$ cat config.mk
export PLATFORM = sky130hd
export DESIGN_NAME = cs_sequencer
export DESIGN_NICKNAME = d
export VERILOG_FILES = /design/src/rtl/cs_sequencer.sv
export SDC_FILE = /design/constraint.sdc
export NUM_CORES = 1
export LEC_CHECK = 0
export CORE_ASPECT_RATIO = 1.1
export CORE_MARGIN = 5
export CORE_UTILIZATION = 40
export DETAILED_ROUTE_END_ITERATION = 10
export GPL_TIMING_DRIVEN = 0
export HOLD_SLACK_MARGIN = 0.03
export MAX_ROUTING_LAYER = met4
export SYNTH_ARGS = -nofsm -noshare
export SYNTH_HDL_FRONTEND = slang
export SYNTH_SLANG_ARGS = --single-unit
$ cat constraint.sdc
create_clock -name clk -period 2.05 [get_ports clk]
set_input_delay 0.205 -clock clk [delete_from_list [all_inputs] [get_ports clk]]
set_output_delay 0.205 -clock clk [all_outputs]
set_load 0.02 [all_outputs]
$ cat src/rtl/cs_sequencer.sv
// Round-robin chip-select sequencer: arbitrates four requesters and drives a
// 2-to-4 decoder (dec_g/dec_a/dec_b) plus its decoded one-cold cs_n mirror.
module cs_sequencer #(
  parameter int unsigned WAIT_CYCLES = 2
) (
  input  logic       clk,
  input  logic       rst_n,
  input  logic [3:0] req,
  output logic [3:0] ack,
  output logic       dec_g,
  output logic       dec_a,
  output logic       dec_b,
  output logic [3:0] cs_n,
  output logic       busy,
  output logic [1:0] grant_id
);

  typedef enum logic [1:0] {IDLE, SETUP, ACCESS, RELEASE} state_t;

  localparam logic [3:0] WAIT_LIM = 4'(WAIT_CYCLES);

  state_t     state, state_nx;
  logic [1:0] grant_nx;
  logic [1:0] last_grant, last_nx;
  logic [3:0] cnt, cnt_nx;
  logic       done, done_nx;
  logic [1:0] pick;
  logic [1:0] idx;
  logic       dec_g_nx;
  logic [3:0] cs_n_nx;
  logic [3:0] ack_nx;
  logic       busy_nx;

  // Lowest offset from last_grant+1 wins; iterating downwards lets it overwrite.
  always_comb begin
    pick = last_grant;
    idx  = '0;
    for (int unsigned i = 4; i > 0; i--) begin
      idx = 2'(32'(last_grant) + i);
      if (req[idx]) pick = idx;
    end
  end

  always_comb begin
    state_nx = state;
    grant_nx = grant_id;
    last_nx  = last_grant;
    cnt_nx   = cnt;
    done_nx  = done;
    case (state)
      IDLE: begin
        if (req != 4'b0000) begin
          grant_nx = pick;
          state_nx = SETUP;
        end
      end
      SETUP: begin
        cnt_nx   = '0;
        state_nx = ACCESS;
      end
      ACCESS: begin
        if (!req[grant_id]) begin
          done_nx  = 1'b0;
          state_nx = RELEASE;
        end else if (cnt == WAIT_LIM) begin
          done_nx  = 1'b1;
          state_nx = RELEASE;
        end else begin
          cnt_nx = cnt + 4'd1;
        end
      end
      RELEASE: begin
        last_nx  = grant_id;
        state_nx = IDLE;
      end
      default: state_nx = IDLE;
    endcase

    // Outputs are registered, so they are derived from the next state.
    dec_g_nx = (state_nx != ACCESS);
    cs_n_nx  = (state_nx == ACCESS) ? ~(4'b0001 << grant_nx) : '1;
    ack_nx   = (state_nx == RELEASE && done_nx) ? (4'b0001 << grant_nx) : '0;
    busy_nx  = (state_nx != IDLE);
  end

  always_ff @(posedge clk or negedge rst_n) begin
    if (!rst_n) begin
      state      <= IDLE;
      grant_id   <= '0;
      last_grant <= 2'd3;
      cnt        <= '0;
      done       <= 1'b0;
      dec_g      <= 1'b1;
      cs_n       <= '1;
      ack        <= '0;
      busy       <= 1'b0;
    end else begin
      state      <= state_nx;
      grant_id   <= grant_nx;
      last_grant <= last_nx;
      cnt        <= cnt_nx;
      done       <= done_nx;
      dec_g      <= dec_g_nx;
      cs_n       <= cs_n_nx;
      ack        <= ack_nx;
      busy       <= busy_nx;
    end
  end

  assign dec_a = grant_id[0];
  assign dec_b = grant_id[1];

endmodule

# --- After elaboration in Yosys (flattened, before gate mapping) ---
# Cells that the tools add are included.
totals:
  inputBits: 6
  register_bits: 21
  word_cells: 64
  out_inout_bits: 14
classes:
  n_shift: 1
  n_reduce_logical: 6
  order_cmp: 5
  eq_ne: 9
  n_bitwise: 1
  addsub: 5
  muxes: 28
op_table:
  columns: ["operator", "n"]
  rows:
  - ["2-bit 2-to-1 mux", 9]
  - ["4-bit 2-to-1 mux", 4]
  - ["2-bit by 3-bit less-than comparator with 1-bit output, second input constant", 5]
  - ["1-bit binary-select mux with 2-bit select", 5]
  - ["2-bit == test, second input constant", 4]
  - ["1-bit 2-to-1 mux", 8]
  - ["2-bit one-hot mux with 4 select lines", 1]
  - ["4-bit one-hot mux with 2 select lines", 1]
  - ["2-bit != test, second input constant", 3]
  - ["2-bit by 1-bit adder with 2-bit output, second input constant", 2]
  - ["2-bit adder, second input constant", 2]
  - ["4-bit by 1-bit adder with 4-bit output, second input constant", 1]
  - ["4-bit by 2-bit == test with 1-bit output, second input constant", 1]
  - ["4-bit NOT", 1]
  - ["2-bit nonzero test", 2]
  - ["4-bit nonzero test", 1]
  - ["1-bit by 2-bit << shifter with 4-bit output, first input constant", 1]
  - ["3-bit AND reduction", 1]
  - ["2-bit by 1-bit == test with 1-bit output, second input constant", 1]
  - ["2-bit logical NOT", 1]
  - ["1-bit logical AND", 1]

# --- Depth between registers and ports, before layout ---
depth:
  depth_word: 12
  mapped_depth: 7
  ltp_nobuf: 7

# --- Least setup slack after synthesis ---
# OpenSTA, ideal clock, no wires.
synth_path:
  kind: "register to register"
  from: "register grant_id[1]"
  to: "register cnt[0]"
  path_slack_ns: 0.384
  setup_ns: 0.121
  path_buffers: 1
  arrival_time_ns: 1.545
  t_required_ns: 1.929
  stages_incl_launch_ff: 6
  path_cell_list: "dfrtp_1 mux4_2 buf_6 nand3_1 o21ai_0 a22o_1"
synth_between:
  elab_chain_cells: 4
synth_lines:
  columns: ["item", "line", "source"]
  rows:
  - ["start, declared", "15", "output logic [1:0] grant_id"]
  - ["start signal, assigned", "99", "grant_id <= grant_nx;"]
  - ["1-bit binary-select mux with 2-bit select", "62", "if (!req[grant_id]) begin"]
  - ["1-bit 2-to-1 mux (implied by the code)", "62", null]
  - ["2-bit != test (no source line)", null, null]
  - ["3-bit AND reduction (no source line)", null, null]
  - ["end signal, assigned", "101", "cnt <= cnt_nx;"]
  - ["end, declared", "25", "logic [3:0] cnt, cnt_nx;"]
# No other way between the ends. The select of a mux whose other input is x is not followed.
# A chain may end at the register's enable or synchronous reset.

# --- Final worst setup path ---
layout_path:
  from: "register state[0]"
  to: "register ack[1]"
layout_between:
  word_cells_on_any_way: 14
  cone_classes: "4 x eq/ne; 1 x shift; 7 x mux; 2 x reduce/logical"
layout_lines:
  columns: ["item", "line", "source"]
  rows:
  - ["start, declared", "22", "state_t state, state_nx;"]
  - ["start signal, assigned", "98", "state <= state_nx;"]
  - ["2-bit == test", "50", "case (state)"]
  - ["1-bit 2-to-1 mux", "50", null]
  - ["net done_nx", "26", "logic done, done_nx;"]
  - ["1-bit logical AND", "82", "ack_nx = (state_nx == RELEASE && done_nx) ? (4'b0001 << grant_nx) : '0;"]
  - ["4-bit 2-to-1 mux", "82", null]
  - ["net ack_nx[1]", "31", "logic [3:0] ack_nx;"]
  - ["end signal, assigned", "105", "ack <= ack_nx;"]
  - ["end, declared", "9", "output logic [3:0] ack,"]
# The timed path passes the listed nets, and every way through them passes these cells.

==> impl_metrics.py <==
metrics = {
    "status": {
        "status": "complete, no violations",
    },
    "synthesis": {
        "synth-async-reset-ratio_pct": 100,
        "synth_fa_ha_area_share_pct": 7.61,
        "ys_types": 37,
        "synth_edf_count": 0,
        "synth_ff_type": "dfrtp_1",
        "yosysWarnings": 0,
        "synth_compound_area_share_pct": 17.3,
        "seq_area_frac_synth_pct": 46.4,
        "syn_inst": 102,
        "avgSynthCellArea_sq_um": 11.3,
        "synth-simple-area-share_pct": 18.5,
        "synth_top_family_by_area": "simple AND/OR/NAND/NOR gates",
        "synth.area.mux_share_pct": 3.91,
        "synth_seq_cells": 21,
        "syn_nets": 115,
        "synthesis.area_sq_um": 1150,
        "synth_xor_area_share_pct": 0,
    },
    "run": {
        "drv_cap": 0,
    },
    "worst_setup_path": {
        "startpoint_type": "flip-flop",
        "cp_max_fo": 8,
        "critPathKind": "reg2reg",
        "slowest_stage": "dfrtp_1",
        "max_stage_delay_ns": 0.43,
        "end_kind": "flip-flop",
        "cp_cell_sequence": "inv_1 > ha_1 > buf_2 > nand4bb_4 > a2bb2oi_4 > nand4_4 > a211oi_1",
        "cp_data_arrival_time_ns": 2.08,
        "crit_required_ns": 2.26,
    },
    "cts": {
        "post_cts_buffers": 0,
        "cts_sinks": 21,
        "clkLatencyLatePin_ns": 0.30,
        "clockBufferDepth": 2,
        "clock_tree.root_cell": "clkbuf_4",
        "htree_num_levels": 1,
        "tritoncts": "built",
        "cts_made_buffers": 3,
        "clkTransAtPathRegs_ns": 0.12,
    },
    "power": {
        "p_per_area_nw_per_um2": 1510,
        "pwr-share-comb_pct": 58.2,
        "max-vdd-ir-drop_uv": 807,
        "p_int_mw": 1.22,
        "p_leak_nw": 0.619,
        "clkPwrFrac_pct": 9.2,
        "switching_share_pct": 43.5,
        "switchingPower_mw": 0.937,
        "p_seq_share_pct": 32.6,
    },
    "grt": {
        "overflow": 0,
        "use_met1_pct": 17.0,
        "antenna_found_initial": 0,
        "use_met3_pct": 1.76,
        "grt_usage_pct": 13.3,
        "grt_pass1_wl_um": 3940,
        "grt_pass1_vias": 877,
        "met2_usage_pct": 20.5,
        "busiest_layer": "met2",
        "grt_max_degree": 22,
    },
    "final_layout": {
        "fin_cells": 158,
        "insertedDiodeCount": 0,
        "fin_nets": 139,
        "drive_gt1_share_pct": 23.2,
        "area_delta_synth_final_pct": 23.6,
    },
    "die": {
        "fp.coreArea_sq_um": 2780,
        "die_y_um": 66.3,
        "dieArea_sq_um": 4050,
        "die_w_um": 61.2,
        "pin_count": 20,
        "num_rows": 20,
        "initial_core_util_pct": 41.4,
    },
    "route": {
        "via_per_inst": 5.18,
        "drc_errors": 0,
        "first_pass_iters": 4,
        "ant_nets": 0,
        "wire_per_inst_um": 14.4,
        "num_vias": 818,
        "drt_wl_total_um": 2270,
        "drtIter0Drc": 47,
    },
    "placed_design": {
        "place_congestion": 0.776,
        "port-buffer-count": 19,
        "place_hpwl_um": 1710,
        "placed_cells": 154,
    },
    "timing": {
        "tightest_slew_ns": 0.958,
        "fin_crit_sh_pct": 91.4,
        "hold_viol": 0,
        "period_minus_slack_ns": 1.87,
        "relSlewSlack_pct": 35.9,
        "finClkSkew_ns": 0.00100,
        "setup_violations": 0,
        "fmax_mhz": 534,
        "tns_ns": 0,
        "final_max_slew_viol_count": 0,
        "rsz0062_at_grt": "false",
    },
    "worst_hold_path": {
        "worstHoldPathType": "in2async",
    },
}
## sequential cells by signal, summed over array words and instances, names as in the netlist
name	flops
ack	4
busy	1
cnt	4
cs_n	4
dec_g	1
done	1
grant_id	2
last_grant	2
state	2
## power groups by stage
stage | registers, mW | clock network, mW | logic (mW)
2_1_floorplan | 0.783 | 0 | 0.800
3_3_place_gp | 0.708 | 0 | 1.22
3_5_place_dp | 0.712 | 0 | 1.24
4_1_cts | 0.706 | 0.212 | 1.25
5_1_grt | 0.728 | 0.223 | 1.38
6_report | 0.702 | 0.199 | 1.25
## through the flow
step                setup slack [ns]  cell area, sq um  hold WS, ns  util (%)  total power [mW]
floorplan                      0.384              1150      -0.0906         -              1.58
global placement              0.0302              1380        0.477      49.8              1.93
detailed placement            0.0602              1380        0.496      49.8              1.96
CTS                            0.106              1410        0.439      50.8              2.17
global route                  0.0103              1420        0.480      51.2              2.33
finish                         0.176              1420        0.422      51.2              2.15
## timing repair
| action | 4_1_cts | 5_1_grt |
|---|---|---|
| endpoints found under the setup margin | 0 | 2 |
| gates resized for setup | 0 | 3 |
| hold buffers | 0 | 0 |
## worst max-delay path: cells and delay by family, from the launching register on
kind	cells	cell delay, ns
buf+inv	2	0.35
compound gates	2	0.48
simple gates	2	0.34
fa+ha+maj	1	0.16
flops	1	0.43
## metal layers
metal  share of wire (%)  up-vias  wire, um
met2                  52       15      1180
met4                 1.4        0        31
li1                    -      408         -
met3                 2.5        4        56
met5                   0        -         0
met1                  44      391      1000
## worst paths after layout
kind / from / to / slack (ns) / cells after the start
hold reg to reg: cnt[3] / cnt[3] / 0.51 / 1
setup reg to reg: state[0] / ack[1] / 0.18 / 7
setup / recovery: state[0] / ack[1] / 0.18 / 7
hold / removal: rst_n / cnt[0] / 0.42 / 1
max in group asynchronous: rst_n / grant_id[0] / 1.05 / 1
min in group clk: cnt[3] / cnt[3] / 0.51 / 1
## cells in the final DEF (no fill, tap or decap), types with 4 or more instances in the layout
master           Yosys  routed
a21oi_1              5       5
inv_1               10      10
nand2b_1             4       4
nor2_1               6       6
clkdlybuf4s50_1      0      19
dfrtp_1             14      14
dfstp_2              7       7
nand2_1              7       7
ha_1                 7       7
o21ai_0              5       5
## synthesized netlist by cell type (2+ instances only)
| cell type | count | area (sq um) |
|---|---|---|
| a211oi_1 | 2 | 15.0 |
| a21oi_1 | 5 | 25.0 |
| a22o_1 | 2 | 17.5 |
| and2_1 | 2 | 12.5 |
| buf_4 | 2 | 15.0 |
| dfrtp_1 | 14 | 350 |
| dfstp_2 | 7 | 184 |
| ha_1 | 7 | 87.6 |
| inv_1 | 10 | 37.5 |
| mux2_2 | 2 | 22.5 |
| nand2_1 | 7 | 26.3 |
| nand2b_1 | 4 | 25.0 |
| nand3_1 | 2 | 10.0 |
| nand4_1 | 3 | 18.8 |
| nor2_1 | 6 | 22.5 |
| o211ai_1 | 2 | 15.0 |
| o21ai_0 | 5 | 25.0 |
## area by class of cell
cell class / instances / area, sq um
timing repair buffer: 19 / 190
fill: 259 / 1360
inverter: 11 / 41.3
buffer: 4 / 31.3
clock buffer: 3 / 22.5
tap: 33 / 41.3
sequential: 21 / 534
clock inverter: 1 / 5.00
multi-input combinational: 66 / 557
## logic make-up (layout without fill, tap and decap cells)
family,after synthesis,after routing
simple gates,31,31
compound gates,25,25
flops,21,21
buf+inv,15,38
fa+ha+maj,7,7
mux,3,3
Power figures use the tool's default switching activity.
